===== config.mk =====
export PLATFORM = sky130hd
export DESIGN_NAME = line_fill_engine
export DESIGN_NICKNAME = d
export VERILOG_FILES = /design/src/rtl/line_fill_engine.sv
export SDC_FILE = /design/constraint.sdc
export NUM_CORES = 1
export LEC_CHECK = 0
export BUFFER_PORTS_ARGS = -buffer_cell sky130_fd_sc_hd__buf_2
export CAP_MARGIN = 20
export CORE_AREA = 2 2 73 75
export DETAILED_ROUTE_END_ITERATION = 10
export DIE_AREA = 0 0 75 77
export PLACE_DENSITY = 0.94
export SKIP_CTS_REPAIR_TIMING = 1
export SLEW_MARGIN = 20
export SYNTH_ARGS = -nofsm -noshare
export SYNTH_HDL_FRONTEND = slang
export SYNTH_SLANG_ARGS = --single-unit

===== constraint.sdc =====
create_clock -name CLK -period 2.2 [get_ports CLK]
set_input_delay 0.44 -clock CLK [delete_from_list [all_inputs] [get_ports CLK]]
set_output_delay 0.44 -clock CLK [all_outputs]
set_load 0.1 [all_outputs]

===== src/rtl/line_fill_engine.sv =====
// Critical-word-first cache line refill from slow main memory into the L1 array.
// Main-memory delay is modelled by a per-word latency counter on the core clock.
module line_fill_engine #(
    parameter int WORDS_PER_LINE = 8,
    parameter int MM_LATENCY     = 8,
    parameter int ADDR_W         = 14
) (
    input  logic              CLK,
    input  logic              RST_N,
    input  logic              req_valid,
    input  logic [ADDR_W-1:0] req_addr,
    output logic              req_ready,
    output logic              busy,
    output logic              mm_re,
    output logic [ADDR_W-1:0] mm_addr,
    input  logic [31:0]       mm_data,
    output logic              fill_we,
    output logic [ADDR_W-1:0] fill_addr,
    output logic [31:0]       fill_data,
    output logic              crit_valid,
    output logic              fill_last,
    output logic              fill_done
);
    localparam int OW = $clog2(WORDS_PER_LINE);
    localparam int LW = (MM_LATENCY > 1) ? $clog2(MM_LATENCY) : 1;
    localparam logic [LW-1:0] LAT_LAST = LW'(MM_LATENCY - 1);
    localparam logic [OW-1:0] WC_LAST  = OW'(WORDS_PER_LINE - 1);

    typedef enum logic [1:0] {IDLE, READ, WRITE, DONE} state_t;

    state_t               r_state, w_next;
    logic [ADDR_W-OW-1:0] r_tag;
    logic [OW-1:0]        r_off;
    logic [OW-1:0]        r_wcnt;
    logic [LW-1:0]        r_lat;
    logic [31:0]          r_data;
    logic [ADDR_W-1:0]    w_addr;

    // Offset is only OW bits wide, so incrementing it wraps inside the line.
    assign w_addr = {r_tag, r_off};

    always_ff @(posedge CLK or negedge RST_N) begin
        if (!RST_N) r_state <= IDLE;
        else        r_state <= w_next;
    end

    always_comb begin
        w_next = r_state;
        case (r_state)
            IDLE:  if (req_valid) w_next = READ;
            READ:  if (r_lat == LAT_LAST) w_next = WRITE;
            WRITE: w_next = (r_wcnt == WC_LAST) ? DONE : READ;
            DONE:  w_next = IDLE;
            default: w_next = IDLE;
        endcase
    end

    always_ff @(posedge CLK or negedge RST_N) begin
        if (!RST_N) begin
            r_tag  <= '0;
            r_off  <= '0;
            r_wcnt <= '0;
            r_lat  <= '0;
            r_data <= '0;
        end else begin
            case (r_state)
                IDLE: if (req_valid) begin
                    r_tag  <= req_addr[ADDR_W-1:OW];
                    r_off  <= req_addr[OW-1:0];
                    r_wcnt <= '0;
                    r_lat  <= '0;
                end
                READ: begin
                    r_lat <= r_lat + 1'b1;
                    if (r_lat == LAT_LAST) r_data <= mm_data;
                end
                WRITE: begin
                    r_off  <= r_off + 1'b1;
                    r_wcnt <= r_wcnt + 1'b1;
                    r_lat  <= '0;
                end
                default: ;
            endcase
        end
    end

    always_comb begin
        req_ready  = (r_state == IDLE);
        busy       = (r_state != IDLE);
        mm_re      = 1'b0;
        mm_addr    = w_addr;
        fill_we    = 1'b0;
        fill_addr  = w_addr;
        fill_data  = r_data;
        crit_valid = 1'b0;
        fill_last  = 1'b0;
        fill_done  = 1'b0;
        case (r_state)
            READ:  mm_re = 1'b1;
            WRITE: begin
                fill_we    = 1'b1;
                crit_valid = (r_wcnt == '0);
                fill_last  = (r_wcnt == WC_LAST);
            end
            DONE:  fill_done = 1'b1;
            default: ;
        endcase
    end
endmodule


==> reports/metrics.yaml <==
yosysUniqueCellTypes: 28
portBuffers: 115
dpl.hpwl_um: 3551
synthArstFlopShare_pct: 100.0
path_buf_inv: 2
ir_drop_mv: 0.3353
drc_errors: 0
grt_antenna_before_repair: 0
die_w_um: 75
cp.depth: 4
core-area_um2: 4977
synth_top_area_cell: "dfrtp_1"
synth.most_common_cell: "dfrtp_1"
cts_tree: "yes"
end_kind: "output port"
synth-seq-cells: 54
fp-row-count: 26
status: "completed"
clk_path_buf_depth: 2
crit_path_start_kind: "flop"
grt-ovfl-total: 0
place.gp.congestion: 0.7276
hold_slack_ps: 156.2
reg2reg_depth: 5
drive_above_1_share_pct: 60.97
cts.clk_slew.worst_paths_ps: 90
worst_slew_margin_rel_pct: 57.97
clkLatencyLatePin_ps: 290
die_area_um2: 5775
grt_pass1_wl_um: 7603
rsz0062_at_grt: "no"
post-route-period-util_pct: 93.36
fin_nets: 323
numPlacedInstances: 331
synth-edff-count: 0
power_density_nw_per_um2: 637.3
antenna_cells: 0
worst_pin_slew_ps: 630.5
routed_wl_um: 4691
routedWlPerCell_um: 13.84
start_util_pct: 49.07
finalMaxSlewViolations: 0
crit_fanout: 13
drt_iter0_markers: 66
syn_to_final_growth_pct: 28.74
max_freq_mhz: 486.9
htreeDepth: 2
cts_buffers: 5
critical_path_required_ps: 1760
dpl_worst_slack_ps: 330.4
min_period_ps: 2054
ys.warnings.count: 0
crit_chain: "nand2b_1 > clkinvlp_4 > and2_4 > buf_12"
track_usage_pct: 16.93
p_leak_nw: 1.755
setup_viol: 0
synthesis.nets: 219
worst-endpoint-arrival_ps: 1610
ys_top_cells_by_count: "dfrtp_1 (54), mux2_4 (29), buf_4 (15)"
cp_slowest_cell: "dfrtp_2"
synthFlopType: "dfrtp_1"
antenna_left: 0
viasPerCell: 4.788
holdCritPathClass: "input port to async pin"
clock-sinks: 54
critPathMaxStageDelay_ps: 510
synthCells: 164
yosysSeqAreaShare_pct: 55.33
setup_slack_ps: 146.2
avgSynthCellArea_um2: 14.89
hold_viol: 0
final_cells: 339
netlist_area_um2: 2442
nFillCells: 375
grt_max_degree: 34
critical-path-top-delay-family: "flip-flops"
final_core_util_pct: 63.17
vias: 1623
first_pass_iters: 4
p_total_mw: 2.004
synth_top_area_share_pct: 55.33
first_global_vias: 1679
clock_skew_ps: 4.968
top_level_ports: 116
fp.dieH_um: 77
yosys-top-cells-area: "dfrtp_1 (55%), mux2_4 (18%), mux2_1 (6.0%), buf_4 (4.6%), ha_1 (3.1%)"
cts-root-buf: "clkbuf_8"
path_class: "flop to output port"
maxCapViolCount: 0
## where the power goes
part | internal (mW) | switching, mW | leakage, nW
clock network | 0.289 | 0.308 | 0.0544
registers | 1.02 | 0.0158 | 0.653
logic | 0.0903 | 0.280 | 1.05
total | 1.40 | 0.603 | 1.75
## layer usage
metal  GRT usage, %  up-vias  routed length [µm]
li1               -      767                   -
met1          20.91      774                2001
met2          30.00       78                2309
met3          3.154        4                 347
met4          3.750        0                  33
met5              0        -                   0
## kinds of logic after synthesis
group / synth area share, %
flops: 55.33
mux: 24.69
buf+inv: 7.582
compound gates: 5.430
simple gates: 3.893
fa+ha+maj: 3.074
## cells in the final DEF, fill, tap and decap left out, types with 4 or more instances in the layout
cell / instances
dfrtp_1: 52
inv_1: 5
o22ai_1: 4
clkbuf_8: 7
buf_2: 111
ha_1: 6
mux2_4: 29
a21oi_1: 4
nand2b_1: 4
buf_12: 4
mux2_1: 13
## sequential cells by signal, summed over array words and instances, names as in the netlist
signal	flops
fill_data	32
r_lat	3
r_off	3
r_state	2
r_tag	11
r_wcnt	3
## worst paths after layout
kind | from | to | slack, ps
worst max-delay path | r_state[0] | fill_last | 150
worst min-delay path | RST_N | fill_data[18] | 160
worst max register to register | r_lat[0] | fill_data[5] | 540
worst min register to register | fill_data[4] | fill_data[4] | 490
max in group asynchronous | RST_N | r_state[0] | 1470
min in group CLK | mm_data[6] | fill_data[6] | 350
## cell type report
type | instances | area, µm² | share of cell area [%]
sequential | 54 | 1354 | 43.06
multi-input combinational | 84 | 920.9 | 29.29
timing repair buffer | 117 | 650.6 | 20.69
clock buffer | 7 | 96.34 | 3.064
tap | 70 | 87.58 | 2.786
inverter | 6 | 26.28 | 0.8357
clock inverter | 1 | 8.758 | 0.2786
## per-stage QoR
step / instance area, µm² / TNS [ps]
4_1_cts: 3137 / -7.765
2_1_floorplan: 2461 / -121.8
3_5_place_dp: 3032 / 0
6_report: 3144 / 0
3_3_place_gp: 3032 / 0
5_1_grt: 3144 / 0
Power figures use the tool's default switching activity.
